<file path="config.mk">
export PLATFORM = sky130hd
export DESIGN_NAME = sample_mem_arbiter
export DESIGN_NICKNAME = d
export VERILOG_FILES = /design/src/rtl/sample_mem_arbiter_pkg.sv /design/src/rtl/sample_mem_arbiter_rr_arb2.sv /design/src/rtl/sample_mem_arbiter.sv
export SDC_FILE = /design/constraint.sdc
export NUM_CORES = 1
export LEC_CHECK = 0
export CAP_MARGIN = 15
export CORE_UTILIZATION = 37
export CTS_CLUSTER_SIZE = 16
export DETAILED_ROUTE_END_ITERATION = 6
export GPL_TIMING_DRIVEN = 1
export PLACE_DENSITY = 0.81
export SYNTH_ARGS = -nofsm -noshare
export SYNTH_HDL_FRONTEND = slang
export SYNTH_SLANG_ARGS = --single-unit
</file>
<file path="constraint.sdc">
create_clock -name clk -period 2.3 [get_ports clk]
set_input_delay 0.345 -clock clk [delete_from_list [all_inputs] [get_ports clk]]
set_output_delay 0.345 -clock clk [all_outputs]
set_load 0.02 [all_outputs]
</file>
<file path="src/rtl/sample_mem_arbiter_pkg.sv">
`default_nettype none
// ============================================================================
// Module   : sample_mem_arbiter_pkg
// Brief    : Shared types and default sizes for the sample memory arbiter.
// Revision : 1.0 - initial release
// ============================================================================
package sample_mem_arbiter_pkg;

  // Default data-set geometry
  localparam int DEF_N_SAMPLES = 150;
  localparam int DEF_AW        = 8;
  localparam int DEF_DW        = 16;

  // Fill level of the sample memory
  typedef enum logic [1:0] {
    FILL_EMPTY   = 2'd0,
    FILL_FILLING = 2'd1,
    FILL_FULL    = 2'd2
  } fill_state_e;

  // Requester favoured on the next contested cycle
  typedef enum logic {
    PRIO_WR = 1'b0,
    PRIO_RD = 1'b1
  } prio_e;

endpackage
`default_nettype wire

</file>
<file path="src/rtl/sample_mem_arbiter_rr_arb2.sv">
`default_nettype none
// ============================================================================
// Module   : rr_arb2
// Brief    : Two-way round-robin arbiter (write side vs read side) with a
//            read lock that lets the read side win every contested cycle.
// Revision : 1.0 - initial release
// ============================================================================
module rr_arb2
  import sample_mem_arbiter_pkg::*;
(
  input  logic  clk,
  input  logic  rst,
  input  logic  clr_i,
  input  logic  wr_elig_i,
  input  logic  rd_elig_i,
  input  logic  lock_i,
  output logic  wr_gnt_o,
  output logic  rd_gnt_o,
  output prio_e prio_o
);

  prio_e prio_q;
  prio_e prio_d;
  logic  lock_q;
  prio_e w_prio_eff;
  logic  w_contested;

  assign w_contested = wr_elig_i && rd_elig_i;

  // In the cycle the lock drops the write side is favoured immediately, so
  // the first contested cycle after a locked pass always goes to the loader.
  assign w_prio_eff = (lock_q && !lock_i) ? PRIO_WR : prio_q;

  // Priority pointer and lock history registers
  always_ff @(posedge clk or posedge rst) begin
    if (rst) begin
      prio_q <= PRIO_WR;
      lock_q <= 1'b0;
    end else begin
      prio_q <= prio_d;
      lock_q <= lock_i;
    end
  end

  // Next priority: point at the loser of a contested cycle, freeze while locked
  always_comb begin
    prio_d = w_prio_eff;
    if (clr_i) begin
      prio_d = PRIO_WR;
    end else if (lock_i) begin
      prio_d = prio_q;
    end else if (w_contested) begin
      prio_d = (w_prio_eff == PRIO_WR) ? PRIO_RD : PRIO_WR;
    end
  end

  // One-hot grant selection
  always_comb begin
    wr_gnt_o = 1'b0;
    rd_gnt_o = 1'b0;
    if (w_contested) begin
      if (lock_i || (w_prio_eff == PRIO_RD)) begin
        rd_gnt_o = 1'b1;
      end else begin
        wr_gnt_o = 1'b1;
      end
    end else begin
      wr_gnt_o = wr_elig_i;
      rd_gnt_o = rd_elig_i;
    end
  end

  assign prio_o = prio_q;

endmodule
`default_nettype wire

</file>
<file path="src/rtl/sample_mem_arbiter.sv">
`default_nettype none
// ============================================================================
// Module   : sample_mem_arbiter
// Brief    : Shares a single-port synchronous sample memory between the
//            sample loader (writes at an internal fill pointer) and the
//            regression controller (reads by index, stalled until written).
//            Optional macro SAMPLE_MEM_ARB_LOCK_EN enables the rd_lock burst
//            lock; without it rd_lock is ignored.
// Revision : 1.0 - initial release
// ============================================================================
module sample_mem_arbiter
  import sample_mem_arbiter_pkg::*;
#(
  parameter int N_SAMPLES = DEF_N_SAMPLES,
  parameter int AW        = DEF_AW,
  parameter int DW        = DEF_DW
) (
  input  logic          clk,
  input  logic          rst,
  input  logic          clr,
  input  logic          wr_req,
  input  logic [DW-1:0] wr_data,
  output logic          wr_gnt,
  input  logic          rd_req,
  input  logic [AW-1:0] rd_adr,
  input  logic          rd_lock,
  output logic          rd_gnt,
  output logic          rd_valid,
  output logic [DW-1:0] rd_data,
  output logic          mem_we,
  output logic [AW-1:0] mem_adr,
  output logic [DW-1:0] mem_wdata,
  input  logic [DW-1:0] mem_rdata,
  output logic [AW:0]   fill,
  output logic          full
);

  localparam logic [AW:0] c_fill_max = (AW+1)'(N_SAMPLES);
  localparam logic [AW:0] c_one      = (AW+1)'(1);

  generate
    if (N_SAMPLES > (1 << AW)) begin : g_bad_size
      $error("N_SAMPLES does not fit the address space");
    end
  endgenerate

  fill_state_e   state_q;
  fill_state_e   state_d;
  logic [AW:0]   fill_q;
  logic [AW:0]   fill_d;
  logic [AW-1:0] adr_q;
  logic          rd_valid_q;

  logic          w_lock;
  logic          w_wr_elig;
  logic          w_rd_elig;
  logic          w_rd_written;
  prio_e         w_unused_prio;

`ifdef SAMPLE_MEM_ARB_LOCK_EN
  assign w_lock = rd_lock;
`else
  logic w_unused_lock;
  assign w_unused_lock = rd_lock;
  assign w_lock        = 1'b0;
`endif

  // A read is only legal once its sample has been written; the explicit
  // N_SAMPLES bound keeps out-of-range indices out even if fill misbehaves.
  assign w_rd_written = ({1'b0, rd_adr} < fill_q) && ({1'b0, rd_adr} < c_fill_max);

  // Grants are held off while reset is asserted so the memory sees no strobe.
  assign w_wr_elig = !rst && wr_req && !full && !clr;
  assign w_rd_elig = !rst && rd_req && w_rd_written && !clr;

  rr_arb2 u_rr_arb2 (
    .clk       (clk),
    .rst       (rst),
    .clr_i     (clr),
    .wr_elig_i (w_wr_elig),
    .rd_elig_i (w_rd_elig),
    .lock_i    (w_lock),
    .wr_gnt_o  (wr_gnt),
    .rd_gnt_o  (rd_gnt),
    .prio_o    (w_unused_prio)
  );

  // Fill state, fill counter, held address and read-valid registers
  always_ff @(posedge clk or posedge rst) begin
    if (rst) begin
      state_q    <= FILL_EMPTY;
      fill_q     <= '0;
      adr_q      <= '0;
      rd_valid_q <= 1'b0;
    end else begin
      state_q    <= state_d;
      fill_q     <= fill_d;
      adr_q      <= mem_adr;
      rd_valid_q <= rd_gnt;
    end
  end

  // Next fill state and level: only a granted write or clr moves them
  always_comb begin
    state_d = state_q;
    fill_d  = fill_q;
    if (clr) begin
      state_d = FILL_EMPTY;
      fill_d  = '0;
    end else if (wr_gnt) begin
      fill_d  = fill_q + c_one;
      state_d = ((fill_q + c_one) == c_fill_max) ? FILL_FULL : FILL_FILLING;
    end
  end

  // Status outputs decoded from the fill state
  always_comb begin
    full = (state_q == FILL_FULL);
    fill = fill_q;
  end

  // Memory address mux; with no grant the last address is held
  always_comb begin
    mem_adr = adr_q;
    if (wr_gnt) begin
      mem_adr = fill_q[AW-1:0];
    end else if (rd_gnt) begin
      mem_adr = rd_adr;
    end
  end

  assign mem_we    = wr_gnt;
  assign mem_wdata = wr_data;
  assign rd_valid  = rd_valid_q;
  assign rd_data   = mem_rdata;

endmodule
`default_nettype wire

</file>
==> reports/results.ini <==
[cts]
cts_buffer_depth=2
cts_inserted_buffers=3
path_clk_slew_ns=0.08
clk_latency_ns=0.26
clkSinkCount=21
h-tree-depth=1
ctsHoldBuffers=0
root_buffer=clkbuf_8
cts_tree=built

[placement]
gp_congestion=0.845
post-place-ws_ns=-0.974
port_buffers=34
place_area_um2=2220
hpwl_um=3240

[power]
swShare_pct=32.4
p_clk_share_pct=23.3
power_frac_seq_pct=39.6
power_frac_comb_pct=37.1
p_switching_mw=0.349
max-vdd-ir-drop_mv=0.216
powerDensity_nw_per_um2=394
internal-power_mw=0.729
power.total_mw=1.08
leakagePower_nw=1.13

[setup_path]
r2r-end=fill[3]
end_kind=output pin
critPathRequiredTime_ns=1.96
r2r_setup_slack_ns=-0.14
crit_start=fill[7]
endpoint=mem_adr[4]
r2r_cells=11
reg2reg_from=fill[7]
critPathLaunchType=flop
path_max_fanout=4
arrival_ns=2.42
worstSetupPathType=reg -> out

[cells_and_area]
drive_gt1_share_pct=59.1
areaGrowthSynthToFinish_pct=71.0
insertedDiodeCount=0
utilization_pct=67.0
finish.instance_area_um2=2740
final_cell_mix=buf_4 (52), buf_6 (16), dfrtp_1 (15), clkdlybuf4s50_1 (15), nor3_4 (14)
fillers=277
fin_nets=291
final_common_cell=buf_4

[global_routing]
grt_use_total_pct=26.0
grt_start_max_net_pins=22
antenna_found_initial=0
first_global_vias=1710
grt_pass1_wl_um=8520
overflow=0

[drt]
ant_nets=0
dr.pass1.iters=4
dr_total_vias=1569
drc=0
avgViaCountPerCell=5.51
drt-total-wl_um=5600
wl_per_cell_um=19.6
dr.first_iter.drc_count=51

[sta]
tightest_slew_ns=0.431
worst_slack_ns=-0.466
fmax_ghz=0.362
finalCritPeriodShare_pct=120
slew-limit-headroom_pct=71.2
slew_viol_final=0
rsz0062_at_grt=true
hold_violations=0
finClkSkew_ns=0.00406
fin_setup_tns_ns=-4.76
setup_viol=15
finalWorstPathRequiredPeriod_ns=2.77

[synth]
synthTopCellsByArea=dfrtp_1 (33%), buf_4 (15%), ha_1 (7.0%)
syn_inst=173
ys_ff_latch=21
yosysSeqAreaShare_pct=32.8
synth_top_area_cell=dfrtp_1
synth_fp_nets=228
synth_edf_count=0
synth_area_per_cell_um2=9.26
synthDominantCellAreaShare_pct=32.8
syn_area_um2=1600
synthFlopType=dfrtp_1
async_reset_ff_share_pct=100
synth_cell_types=38
ys_warn_count=0

[status]
status=finished, violations left
violations=negative setup slack

[floorplanning]
ios=100
coreArea_um2=4090
rows=23
dieArea_um2=4600
die_x_um=67.8
initial_utilization_pct=39.2
die_y_um=67.8

[hold_path]
min_path_type=reg -> reg

[job]
max_cap_viol_count=0

## cells in the mapped netlist, types with 2 or more instances
| cell | number |
|---|---|
| inv_2 | 2 |
| a2111oi_4 | 2 |
| nand3b_1 | 3 |
| nand3_1 | 5 |
| clkbuf_1 | 2 |
| a21o_1 | 3 |
| dfrtp_1 | 21 |
| a211oi_1 | 8 |
| inv_1 | 10 |
| nand4_1 | 3 |
| mux2i_1 | 2 |
| ha_1 | 9 |
| o21ai_0 | 6 |
| buf_2 | 2 |
| nor2_1 | 5 |
| or3_1 | 4 |
| buf_4 | 33 |
| a21oi_1 | 5 |
| o21a_1 | 2 |
| nor2b_1 | 3 |
| nand2b_1 | 2 |
| nor3_1 | 22 |
| and3_1 | 2 |
| o21ai_1 | 3 |
## worst min path at each step
stage / startpoint / to / slack (ns) / cells past startpoint
6_report: state_q[0] / state_q[0] / 0.55 / 2
5_1_grt: state_q[0] / state_q[0] / 0.59 / 2
4_1_cts: state_q[0] / state_q[0] / 0.55 / 2
3_5_place_dp: state_q[0] / state_q[0] / 0.53 / 2
3_3_place_gp: state_q[0] / state_q[0] / 0.50 / 2
2_1_floorplan: rst / adr_q[0] / 0.32 / 1
## flip-flops by register name (all words and copies together), names as in the netlist
| register | count |
|---|---|
| rd_valid | 1 |
| state_q | 2 |
| fill | 9 |
| adr_q | 8 |
| u_rr_arb2.prio_o | 1 |
## power by group through the flow
stage / sequential (mW) / combinational [mW] / clock [mW]
after CTS: 0.425 / 0.381 / 0.248
after global placement: 0.423 / 0.319 / 0
after detailed placement: 0.423 / 0.328 / 0
after floorplan: 0.426 / 0.265 / 0
after global routing: 0.429 / 0.421 / 0.272
final: 0.427 / 0.400 / 0.251
## critical path, cell delays in order, from the launching register on
cell	delay, ns
dfrtp_2	0.39
inv_2	0.06
ha_4	0.25
nor2b_4	0.13
nand4_1	0.15
or3_4	0.43
and3_4	0.20
buf_8	0.14
nor3_4	0.22
a211oi_4	0.06
buf_6	0.13
## metrics by stage
| step | hold slack, ns | instances |
|---|---|---|
| after global routing | 0.586 | 285 |
| final | 0.553 | 285 |
| after detailed placement | 0.530 | 260 |
| after floorplan | 0.321 | 173 |
| after global placement | 0.504 | 260 |
| after CTS | 0.552 | 284 |
## logic make-up (layout without fill, tap and decap cells)
family / count (synthesis) / count (layout) / share of synthesized area (%)
simple gates: 53 / 53 / 18.7
buf+inv: 50 / 112 / 20.1
compound gates: 36 / 36 / 19.0
flops: 21 / 21 / 32.8
fa+ha+maj: 9 / 9 / 7.03
xor+xnor: 2 / 2 / 1.09
mux: 2 / 2 / 1.25
## per-layer routing
metal / GRT usage (%) / wire length, um / up-vias
met5: 0 / 0 / -
met4: 19.5 / 322 / 0
met3: 4.05 / 262 / 29
met2: 44.4 / 2780 / 74
met1: 28.9 / 2230 / 766
li1: - / - / 700
## cell type report
type | instances | area [um2] | area share [%]
clock inverters | 1 | 5.00 | 0.183
well taps | 50 | 62.6 | 2.28
clock buffers | 3 | 41.3 | 1.51
flip-flops and latches | 21 | 533 | 19.5
inverters | 12 | 52.6 | 1.92
multi-input cells | 102 | 1160 | 42.3
repair buffers | 96 | 886 | 32.3
## what timing repair did
action | 4_1_cts | 5_1_grt
setup buffers | 20 | 2
pin swaps | 16 | 10
resized for setup | 112 | 14
setup endpoints to repair | 20 | 17
No activity file was read; power rests on OpenSTA's default activity.
